**config.mk**
```make
export PLATFORM = sky130hd
export DESIGN_NAME = wb_cache_flat
export DESIGN_NICKNAME = d
export VERILOG_FILES = /design/src/rtl/wb_cache_if.sv /design/src/rtl/wb_cache.sv /design/src/flat_wrapper.sv
export SDC_FILE = /design/constraint.sdc
export NUM_CORES = 2
export LEC_CHECK = 0
export ABC_AREA = 1
export BUFFER_PORTS_ARGS = -buffer_cell sky130_fd_sc_hd__buf_2
export CAP_MARGIN = 20
export CORE_UTILIZATION = 25
export DETAILED_ROUTE_END_ITERATION = 7
export PLACE_DENSITY = 0.37
export SYNTH_ARGS = -nofsm -noshare
export SYNTH_HDL_FRONTEND = slang
export SYNTH_SLANG_ARGS = --single-unit
```
**constraint.sdc**
```tcl
create_clock -name clk -period 6.1 [get_ports clk]
set_clock_uncertainty 0.15 [all_clocks]
set_input_delay 1.22 -clock clk [delete_from_list [all_inputs] [get_ports clk]]
set_output_delay 1.22 -clock clk [all_outputs]
set_load 0.1 [all_outputs]
```
**src/rtl/wb_cache_if.sv**
```systemverilog
// rtl/wb_cache_if.sv - Bus bundle for wb_cache: two read ports, write port, eviction stream, flush control
interface wb_cache_if #(
   parameter int ADDR_WIDTH = 15,
   parameter int DATA_WIDTH = 16
);
   logic [ADDR_WIDTH-1:0] raddr0;
   logic                  rvalid0;
   logic [DATA_WIDTH-1:0] rdata0;
   logic [ADDR_WIDTH-1:0] raddr1;
   logic                  rvalid1;
   logic [DATA_WIDTH-1:0] rdata1;
   logic                  wen;
   logic [ADDR_WIDTH-1:0] waddr;
   logic [DATA_WIDTH-1:0] wdata;
   logic                  wready;
   logic                  evict_valid;
   logic [ADDR_WIDTH-1:0] evict_addr;
   logic [DATA_WIDTH-1:0] evict_data;
   logic                  evict_ready;
   logic                  flush_req;
   logic                  flush_busy;
   logic                  flush_done;

   modport master (
      output raddr0, raddr1, wen, waddr, wdata, evict_ready, flush_req,
      input  rvalid0, rdata0, rvalid1, rdata1, wready,
             evict_valid, evict_addr, evict_data, flush_busy, flush_done
   );

   modport slave (
      input  raddr0, raddr1, wen, waddr, wdata, evict_ready, flush_req,
      output rvalid0, rdata0, rvalid1, rdata1, wready,
             evict_valid, evict_addr, evict_data, flush_busy, flush_done
   );
endinterface

```
**src/rtl/wb_cache.sv**
```systemverilog
// rtl/wb_cache.sv - Direct-mapped write-back cache with eviction FIFO and flush FSM; WB_CACHE_FWD_EN enables write-to-read forwarding
module wb_cache #(
   parameter int ADDR_WIDTH  = 15,
   parameter int DATA_WIDTH  = 16,
   parameter int INDEX_WIDTH = 6,
   parameter int DELAY       = 1,
   parameter int EVICT_DEPTH = 4
) (
   input logic       clk,
   input logic       rst_n,
   wb_cache_if.slave bus
);
   localparam int NUM_SETS  = 1 << INDEX_WIDTH;
   localparam int TAG_WIDTH = ADDR_WIDTH - INDEX_WIDTH;
   localparam int PTR_WIDTH = $clog2(EVICT_DEPTH);
   localparam int CNT_WIDTH = PTR_WIDTH + 1;

   typedef enum logic [1:0] {IDLE, SCAN, DONE} state_t;

   // Line storage; only valid/dirty carry reset
   logic [DATA_WIDTH-1:0]  data_mem [NUM_SETS];
   logic [TAG_WIDTH-1:0]   tag_mem  [NUM_SETS];
   logic [NUM_SETS-1:0]    valid_q;
   logic [NUM_SETS-1:0]    dirty_q;

   state_t                 state_q, state_d;
   logic [INDEX_WIDTH-1:0] ptr_q, ptr_d;
   logic                   run_q;

   logic [ADDR_WIDTH-1:0]  fifo_addr [EVICT_DEPTH];
   logic [DATA_WIDTH-1:0]  fifo_data [EVICT_DEPTH];
   logic [PTR_WIDTH-1:0]   wr_ptr_q, rd_ptr_q;
   logic [CNT_WIDTH-1:0]   count_q;
   logic                   fifo_full, push, pop, flush_push, evict_valid;
   logic [ADDR_WIDTH-1:0]  push_addr;
   logic [DATA_WIDTH-1:0]  push_data;

   logic                   wready, wr_acc, wr_evict;
   logic [INDEX_WIDTH-1:0] w_idx;
   logic [TAG_WIDTH-1:0]   w_tag;

   // A pop on the same edge is deliberately not credited, so pushes never overflow
   assign fifo_full = (count_q == CNT_WIDTH'(EVICT_DEPTH));
   assign wready    = run_q && (state_q == IDLE) && !fifo_full;
   assign wr_acc    = bus.wen && wready;
   assign w_idx     = bus.waddr[INDEX_WIDTH-1:0];
   assign w_tag     = bus.waddr[ADDR_WIDTH-1:INDEX_WIDTH];
   assign wr_evict  = wr_acc && valid_q[w_idx] && dirty_q[w_idx] && (tag_mem[w_idx] != w_tag);

   // Writes and flush pushes are mutually exclusive because wready requires IDLE
   assign push      = wr_evict || flush_push;
   assign push_addr = flush_push ? {tag_mem[ptr_q], ptr_q} : {tag_mem[w_idx], w_idx};
   assign push_data = flush_push ? data_mem[ptr_q] : data_mem[w_idx];
   assign evict_valid = (count_q != '0);
   assign pop       = evict_valid && bus.evict_ready;

   assign bus.wready      = wready;
   assign bus.evict_valid = evict_valid;
   assign bus.evict_addr  = evict_valid ? fifo_addr[rd_ptr_q] : '0;
   assign bus.evict_data  = evict_valid ? fifo_data[rd_ptr_q] : '0;
   assign bus.flush_busy  = (state_q != IDLE);
   assign bus.flush_done  = (state_q == DONE);

   // Flush FSM next-state: walk every set, pushing dirty lines while the FIFO has room
   always_comb begin
      state_d    = state_q;
      ptr_d      = ptr_q;
      flush_push = 1'b0;
      unique case (state_q)
         IDLE: begin
            if (bus.flush_req) begin
               state_d = SCAN;
               ptr_d   = '0;
            end
         end
         SCAN: begin
            if (!(valid_q[ptr_q] && dirty_q[ptr_q]) || !fifo_full) begin
               flush_push = valid_q[ptr_q] && dirty_q[ptr_q];
               if (&ptr_q) state_d = DONE;
               else        ptr_d   = ptr_q + 1'b1;
            end
         end
         DONE:    state_d = IDLE;
         default: state_d = IDLE;
      endcase
   end

   // Flush FSM state, scan pointer, and the post-reset write enable
   always_ff @(posedge clk or negedge rst_n) begin
      if (!rst_n) begin
         state_q <= IDLE;
         ptr_q   <= '0;
         run_q   <= 1'b0;
      end else begin
         state_q <= state_d;
         ptr_q   <= ptr_d;
         run_q   <= 1'b1;
      end
   end

   // Line data and tag: written on every accepted write
   always_ff @(posedge clk) begin
      if (wr_acc) begin
         data_mem[w_idx] <= bus.wdata;
         tag_mem[w_idx]  <= w_tag;
      end
   end

   // Valid/dirty: writes allocate dirty, flush cleans the written-back line
   always_ff @(posedge clk or negedge rst_n) begin
      if (!rst_n) begin
         valid_q <= '0;
         dirty_q <= '0;
      end else begin
         if (wr_acc) begin
            valid_q[w_idx] <= 1'b1;
            dirty_q[w_idx] <= 1'b1;
         end
         if (flush_push) dirty_q[ptr_q] <= 1'b0;
      end
   end

   // Eviction FIFO pointers and occupancy
   always_ff @(posedge clk or negedge rst_n) begin
      if (!rst_n) begin
         wr_ptr_q <= '0;
         rd_ptr_q <= '0;
         count_q  <= '0;
      end else begin
         if (push) wr_ptr_q <= wr_ptr_q + 1'b1;
         if (pop)  rd_ptr_q <= rd_ptr_q + 1'b1;
         if (push && !pop)      count_q <= count_q + 1'b1;
         else if (pop && !push) count_q <= count_q - 1'b1;
      end
   end

   // Eviction FIFO storage
   always_ff @(posedge clk) begin
      if (push) begin
         fifo_addr[wr_ptr_q] <= push_addr;
         fifo_data[wr_ptr_q] <= push_data;
      end
   end

   logic [ADDR_WIDTH-1:0] raddr_a  [2];
   logic [ADDR_WIDTH-1:0] look_a   [2];
   logic                  rvalid_a [2];
   logic [DATA_WIDTH-1:0] rdata_a  [2];

   assign raddr_a[0]  = bus.raddr0;
   assign raddr_a[1]  = bus.raddr1;
   assign bus.rvalid0 = rvalid_a[0];
   assign bus.rdata0  = rdata_a[0];
   assign bus.rvalid1 = rvalid_a[1];
   assign bus.rdata1  = rdata_a[1];

   for (genvar p = 0; p < 2; p++) begin : g_port
      logic                   rv_q;
      logic [DATA_WIDTH-1:0]  rd_q;
      logic [INDEX_WIDTH-1:0] l_idx;
      logic [TAG_WIDTH-1:0]   l_tag;
      logic                   hit;

      if (DELAY == 1) begin : g_nopipe
         assign look_a[p] = raddr_a[p];
      end else begin : g_pipe
         logic [ADDR_WIDTH-1:0] stage_q [DELAY-1];
         // Address delay line; the oldest stage feeds the lookup
         always_ff @(posedge clk or negedge rst_n) begin
            if (!rst_n) begin
               for (int i = 0; i < DELAY-1; i++) stage_q[i] <= '0;
            end else begin
               stage_q[0] <= raddr_a[p];
               for (int i = 1; i < DELAY-1; i++) stage_q[i] <= stage_q[i-1];
            end
         end
         assign look_a[p] = stage_q[DELAY-2];
      end

      assign l_idx = look_a[p][INDEX_WIDTH-1:0];
      assign l_tag = look_a[p][ADDR_WIDTH-1:INDEX_WIDTH];
      assign hit   = valid_q[l_idx] && (tag_mem[l_idx] == l_tag);

      // Registered lookup against pre-write array state; data holds on a miss
      always_ff @(posedge clk or negedge rst_n) begin
         if (!rst_n) begin
            rv_q <= 1'b0;
            rd_q <= '0;
         end else begin
`ifdef WB_CACHE_FWD_EN
            if (wr_acc && (bus.waddr == look_a[p])) begin
               rv_q <= 1'b1;
               rd_q <= bus.wdata;
            end else
`endif
            if (hit) begin
               rv_q <= 1'b1;
               rd_q <= data_mem[l_idx];
            end else begin
               rv_q <= 1'b0;
            end
         end
      end

      assign rvalid_a[p] = rv_q;
      assign rdata_a[p]  = rd_q;
   end
endmodule

```
**src/flat_wrapper.sv**
```systemverilog
// flat-port wrapper written by rule: the top's interface ports become plain ports
module wb_cache_flat 
#(
   parameter int ADDR_WIDTH  = 15,
   parameter int DATA_WIDTH  = 16,
   parameter int INDEX_WIDTH = 6,
   parameter int DELAY       = 1,
   parameter int EVICT_DEPTH = 4
)
  (clk, rst_n, bus_raddr0, bus_raddr1, bus_wen, bus_waddr, bus_wdata, bus_evict_ready, bus_flush_req, bus_rvalid0, bus_rdata0, bus_rvalid1, bus_rdata1, bus_wready, bus_evict_valid, bus_evict_addr, bus_evict_data, bus_flush_busy, bus_flush_done);
  wb_cache_if #(.ADDR_WIDTH(ADDR_WIDTH), .DATA_WIDTH(DATA_WIDTH)) bus_i ();
  input logic clk;
  input logic rst_n;
  input wire logic [$bits(bus_i.raddr0)-1:0] bus_raddr0;
  input wire logic [$bits(bus_i.raddr1)-1:0] bus_raddr1;
  input wire logic [$bits(bus_i.wen)-1:0] bus_wen;
  input wire logic [$bits(bus_i.waddr)-1:0] bus_waddr;
  input wire logic [$bits(bus_i.wdata)-1:0] bus_wdata;
  input wire logic [$bits(bus_i.evict_ready)-1:0] bus_evict_ready;
  input wire logic [$bits(bus_i.flush_req)-1:0] bus_flush_req;
  output wire logic [$bits(bus_i.rvalid0)-1:0] bus_rvalid0;
  output wire logic [$bits(bus_i.rdata0)-1:0] bus_rdata0;
  output wire logic [$bits(bus_i.rvalid1)-1:0] bus_rvalid1;
  output wire logic [$bits(bus_i.rdata1)-1:0] bus_rdata1;
  output wire logic [$bits(bus_i.wready)-1:0] bus_wready;
  output wire logic [$bits(bus_i.evict_valid)-1:0] bus_evict_valid;
  output wire logic [$bits(bus_i.evict_addr)-1:0] bus_evict_addr;
  output wire logic [$bits(bus_i.evict_data)-1:0] bus_evict_data;
  output wire logic [$bits(bus_i.flush_busy)-1:0] bus_flush_busy;
  output wire logic [$bits(bus_i.flush_done)-1:0] bus_flush_done;
  assign bus_i.raddr0 = bus_raddr0;
  assign bus_i.raddr1 = bus_raddr1;
  assign bus_i.wen = bus_wen;
  assign bus_i.waddr = bus_waddr;
  assign bus_i.wdata = bus_wdata;
  assign bus_i.evict_ready = bus_evict_ready;
  assign bus_i.flush_req = bus_flush_req;
  assign bus_rvalid0 = bus_i.rvalid0;
  assign bus_rdata0 = bus_i.rdata0;
  assign bus_rvalid1 = bus_i.rvalid1;
  assign bus_rdata1 = bus_i.rdata1;
  assign bus_wready = bus_i.wready;
  assign bus_evict_valid = bus_i.evict_valid;
  assign bus_evict_addr = bus_i.evict_addr;
  assign bus_evict_data = bus_i.evict_data;
  assign bus_flush_busy = bus_i.flush_busy;
  assign bus_flush_done = bus_i.flush_done;
  wb_cache #(.ADDR_WIDTH(ADDR_WIDTH), .DATA_WIDTH(DATA_WIDTH), .INDEX_WIDTH(INDEX_WIDTH), .DELAY(DELAY), .EVICT_DEPTH(EVICT_DEPTH)) u_core (.clk(clk), .rst_n(rst_n), .bus(bus_i));
endmodule
```
== After elaboration in Yosys (flattened, before gate mapping) ==
Memory sizes are Yosys's and may differ from the RTL's. A register that Yosys moved wholly into a read port is not among the register bits.
Cells that the tools add are included.
Operators by class
  $add $sub $neg: 5
  magnitude comparators: 6
  eq/ne operators: 10
  multiplexer cells: 40
  bitwise logic cells: 4
  reductions and logical operators: 30
Operators with widths (count)
  two-way mux 64 bit: 2
  bitwise OR 64 bit: 2
  AND 64 bit: 1
  inverter 64 bit: 1
  binary-select mux 1 bit (select 6 bit): 6
  two-way mux 16 bit: 2
  two-way mux 15 bit: 2
  less-than comparator 6 x 7 -> 1 bit, second input constant: 4
  == test 9 bit: 2
  two-way mux 6 bit: 3
  two-way mux 1 bit: 16
  logical AND 1 bit: 14
  demux 1 bit (select 6 bit): 2
  >= comparator 6 x 1 -> 1 bit, second input constant: 2
  one-hot mux 6 bit (2 select lines): 1
  inequality test 9 bit: 1
  adder 6 x 1 -> 6 bit, second input constant: 1
  logical NOT 1 bit: 6
  two-way mux 2 bit: 3
  two-way mux 3 bit: 2
  AND reduction 6 bit: 1
  nonzero test 2 bit: 3
  adder 2 x 1 -> 2 bit, second input constant: 2
  inequality test 2 x 1 -> 1 bit, second input constant: 2
  other kinds (12): 14
Word-level totals
  register bits: 146
  memory bits (writable): 1724
  output and inout port bits: 69
  logic and storage cells: 109
  memories kept: 4
Memory list
  u_core.data_mem: depth 64, bits a word 16, rd ports 4, clocked after Yosys merged registers in 2, wr ports 1, line wb_cache.sv:21  | logic [DATA_WIDTH-1:0] data_mem [NUM_SETS];
  u_core.tag_mem: depth 64, bits a word 9, rd ports 4, clocked after Yosys merged registers in 0, wr ports 1, line wb_cache.sv:22  | logic [TAG_WIDTH-1:0] tag_mem [NUM_SETS];
  u_core.fifo_data: depth 4, bits a word 16, rd ports 1, clocked after Yosys merged registers in 0, wr ports 1, line wb_cache.sv:31  | logic [DATA_WIDTH-1:0] fifo_data [EVICT_DEPTH];
  u_core.fifo_addr: depth 4, bits a word 15, rd ports 1, clocked after Yosys merged registers in 0, wr ports 1, line wb_cache.sv:30  | logic [ADDR_WIDTH-1:0] fifo_addr [EVICT_DEPTH];

== Logic depth before layout (Yosys ltp) ==
  word-level depth: 12
  mapped depth: 27

== Worst setup path after synthesis ==
OpenSTA, ideal clock, no wires.
  kind: input -> register
  from: in bus_waddr[3]
  to: mem u_core.fifo_addr[0][0] (enable)
  library setup time: 0.467 ns
  data arrival time: 5.114 ns
  setup slack: 0.370 ns
  stages: 10
  cell sequence: clkbuf_1 inv_1 nor3_1 clkbuf_1 o21ai_0 nand4_1 nor2_1 nor2_1 nand2_1 a21boi_0
Between the ends
  longest elaborated chain between the ends: 8
Ends and longest elaborated chain
  start: declaration: line flat_wrapper.sv:17  | input wire logic [$bits(bus_i.waddr)-1:0] bus_waddr;
  branches (longest 4 deep; another with memory (64 x 9 bit))
  logical AND 1 bit (*): line wb_cache.sv:48  | assign wr_evict = wr_acc && valid_q[w_idx] && dirty_q[w_idx] && (tag_mem[w_idx] != w_tag);
  logical OR 1 bit (*): line wb_cache.sv:51  | assign push = wr_evict || flush_push;
  two-way mux 1 bit (*): line wb_cache.sv:139  | if (push) begin
  two-way mux 1 bit (not written as such) (*): line wb_cache.sv:140  | fifo_addr[wr_ptr_q] <= push_addr;
  end: declaration: line wb_cache.sv:30
Mark *: on every way between the ends. The select of a mux whose other input is x is not followed.

== Final worst setup path ==
  from: reg u_core.rd_ptr_q[1]
  to: out bus_evict_data[11]
Between the ends
  longest elaborated chain between the ends: 2
Ends and longest elaborated chain
  start: declaration: line wb_cache.sv:32  | logic [PTR_WIDTH-1:0] wr_ptr_q, rd_ptr_q;
  start signal: assignment: line wb_cache.sv:131  | if (pop) rd_ptr_q <= rd_ptr_q + 1'b1;
  memory (4 x 16 bit)
  two-way mux 16 bit: line wb_cache.sv:60  | assign bus.evict_data = evict_valid ? fifo_data[rd_ptr_q] : '0;
  end: declaration: line flat_wrapper.sv:28  | output wire logic [$bits(bus_i.evict_data)-1:0] bus_evict_data;
Every way passes these cells.

==> run_results.csv <==
group,metric,value,unit
grt,antenna_found_initial,81,
finish,final_layout_size_suffix_gt1_share,8.78,%
clock_network,clk_path_buf_depth,4,
clock_network,path_clk_slew,0.06,ns
worst_setup_path,critPathLaunchType,"flip-flop",
power_and_ir_drop,total_power,36.1,mW
timing,finalCriticalPeriod,5.26,ns
routing,drc,9,
grt,grtUsageTotal,32.1,%
timing,fmax,0.190,GHz
timing,hold_violations,0,
routing,drtIter0Drc,20123,
clock_network,hold_buffers,0,
worst_setup_path,crit_type,"reg2out",
worst_setup_path,critPathMaxFanout,20,
finish,area_growth,16.2,%
synthesis,synth.top_cell.area_share,44.4,%
routing,first_pass_iters,8,
grt,grt_pass1_wl,1050000,um
clock_network,htree_levels,4,
outcome,outcome,"complete, but fails checks",
routing,wl_per_cell,38.1,um
worst_setup_path,worst_setup_path_end_kind,"primary output",
synthesis,yosysWarningCount,0,
clock_network,post-cts-setup-buffer-count,0,
die,ios,135,
outcome,violations,"design-rule violations",
grt,first_global_vias,113887,
placement,dp_hpwl,472000,um
placement,io_buffers,134,
placement,dpl.cell_count,20167,
synthesis,synth_seq_cells,1902,
die,die_area,0.469,mm^2
clock_network,cts-resized-gates,0,
synthesis,ys_async_sr_fraction,9.36,%
routing,viasPerCell,6.00,
timing,worst_pin_slew,1.16,ns
finish,fin_cells,20645,
timing,slew_violations,0,
grt,grt.overflow.total,0,
clock_network,clk_latency,1.04,ns
timing,min_period_over_period,86.2,%
timing,setup_ws,0.839,ns
timing,tns,0,ns
placement,place_congestion,0.888,
timing,rsz0062_at_grt,"false",
finish,nets,14308,
power_and_ir_drop,vdd_drop_max,0.293,mV
synthesis,syn-num-nets,14556,
synthesis,synth_area_leaders,"edfxtp_1, nand2_1, o21ai_0",
synthesis,synth_cell_types,60,
routing,totalWireLength,786000,um
clock_network,clock_sinks,1902,
hold_path,worstHoldPathType,"in2async",
clock_network,cts_buffers,238,
die,start_util,25.1,%
finish,layout_common_cells,"nand2_1, o21ai_0, edfxtp_1",
worst_setup_path,crit_arrival,3.89,ns
finish,final_common_cell,"nand2_1",
synthesis,synth_cells,14483,
run,cap_violations,0,
power_and_ir_drop,p_per_area,267,mW/mm^2
synthesis,synth-main-ff-cell,"edfxtp_1",
timing,setup_viol,0,
synthesis,ys_seq_area_share,48.2,%
die,fp.dieW,685,um
routing,vias,123971,
synthesis,avgSynthCellArea,8.05,um^2
routing,drtAntennaViolNets,0,
synthesis,synth_edf_count,1724,
die,fp.dieH,685,um
timing,relSlewSlack,22.3,%
worst_setup_path,r2r_slack,1.03,ns
grt,grt_max_degree,170,
worst_setup_path,worstPathRequired,4.73,ns
clock_network,cts.root.buffer_cell,"clkbuf_16",
placement,dp_worst_setup_slack,0.366,ns
die,core_area,0.464,mm^2
synthesis,yosysTopAreaCell,"edfxtp_1",
die,rows,250,
power_and_ir_drop,p_leak,49.6,nW
synthesis,synth_area,0.117,mm^2
clock_network,cts_tree,"yes",
timing,holdWs,0.119,ns
## cell usage after synthesis, types with 16 or more instances
library cell  number
nand2_1         3431
o2bb2ai_1         61
o31ai_1           34
edfxtp_1        1724
nand3_1          976
a21oi_1          848
nand4_1          147
o22a_1            62
o2111ai_1         83
inv_1            817
clkbuf_1         619
o221ai_1          78
o22ai_1          561
buf_6             38
buf_1            154
a221oi_1         251
dfrtp_1          178
a22oi_1          237
nor2_1          1124
buf_4             45
o21ai_0         2123
o41ai_1           77
a211oi_1          36
o211ai_1         117
a22o_1            23
o311ai_0          16
o21ai_1           77
nor3_1            39
buf_2            381
## routing by layer
layer / wire length [um] / global-route usage, % / part of all wire [%]
met5: 62 / 0 / 0.0079
met4: 58200 / 20.6 / 7.4
met3: 76600 / 6.40 / 9.7
met2: 334000 / 47.9 / 42
met1: 317000 / 42.3 / 40
## final timing paths
kind | start | to | depth (start not counted)
setup / recovery | u_core.rd_ptr_q[1] | bus_evict_data[11] | 6
hold / removal | rst_n | u_core.run_q | 1
setup reg to reg | u_core.ptr_q[2] | u_core.fifo_addr[2][1] | 13
hold reg to reg | u_core.bus.rdata1[9] | u_core.bus.rdata1[9] | 2
max in group asynchronous | rst_n | u_core.valid_q[29] | 2
min in group clk | u_core.bus.rdata1[9] | u_core.bus.rdata1[9] | 2
## worst max-delay path: stages, from the launching register on
cell and delay [ns]:
dfrtp_1 0.79, inv_1 0.48, buf_4 0.37, nor2_1 0.13, o21ai_0 0.08, a21oi_1 0.47
buf_2 0.53
## cell type report
class	count	area, um^2
antenna	38	95.1
clock buffer	320	6540
clock inverter	118	1360
fill	49414	328000
inverter	838	3280
multi-input combinational	10504	52500
sequential	1902	56200
tap	6174	7720
timing repair buffer	751	7740
## metrics by stage
stage | utilization, % | cell area, um^2
final | 29.2 | 135000
after global routing | 29.2 | 135000
after CTS | 29.2 | 135000
after detailed placement | 27.5 | 127000
after global placement | 27.5 | 127000
after floorplan | - | 117000
## kinds of logic (layout without fill, tap and decap cells)
group	count (synthesis)	count (layout)	synth area share [%]
mux	7	7	0.0612
fa+ha+maj	7	7	0.0816
other cells	1	39	0.00322
flops	1902	1902	48.2
xor+xnor	5	5	0.0376
buf+inv	2077	2027	7.50
compound gates	4733	4733	24.1
simple gates	5751	5751	20.0
## sequential cells by signal, indices dropped and copies added, names as in the netlist
signal,flops
u_core.data_mem,1024
u_core.tag_mem,576
u_core.dirty_q,64
u_core.fifo_data,64
u_core.valid_q,64
u_core.fifo_addr,60
u_core.bus.rdata0,16
u_core.bus.rdata1,16
u_core.ptr_q,6
u_core.count_q,3
u_core.rd_ptr_q,2
u_core.state_q,2
u_core.wr_ptr_q,2
u_core.bus.rvalid0,1
u_core.bus.rvalid1,1
u_core.run_q,1
## report_power, final
part | leakage (nW) | switching, mW | total, mW | internal, mW
combinational | 28.1 | 5.34 | 6.66 | 1.32
clock | 3.84 | 6.52 | 15.1 | 8.58
sequential | 17.6 | 0.0877 | 14.4 | 14.3
No activity file was read; power rests on OpenSTA's default activity.
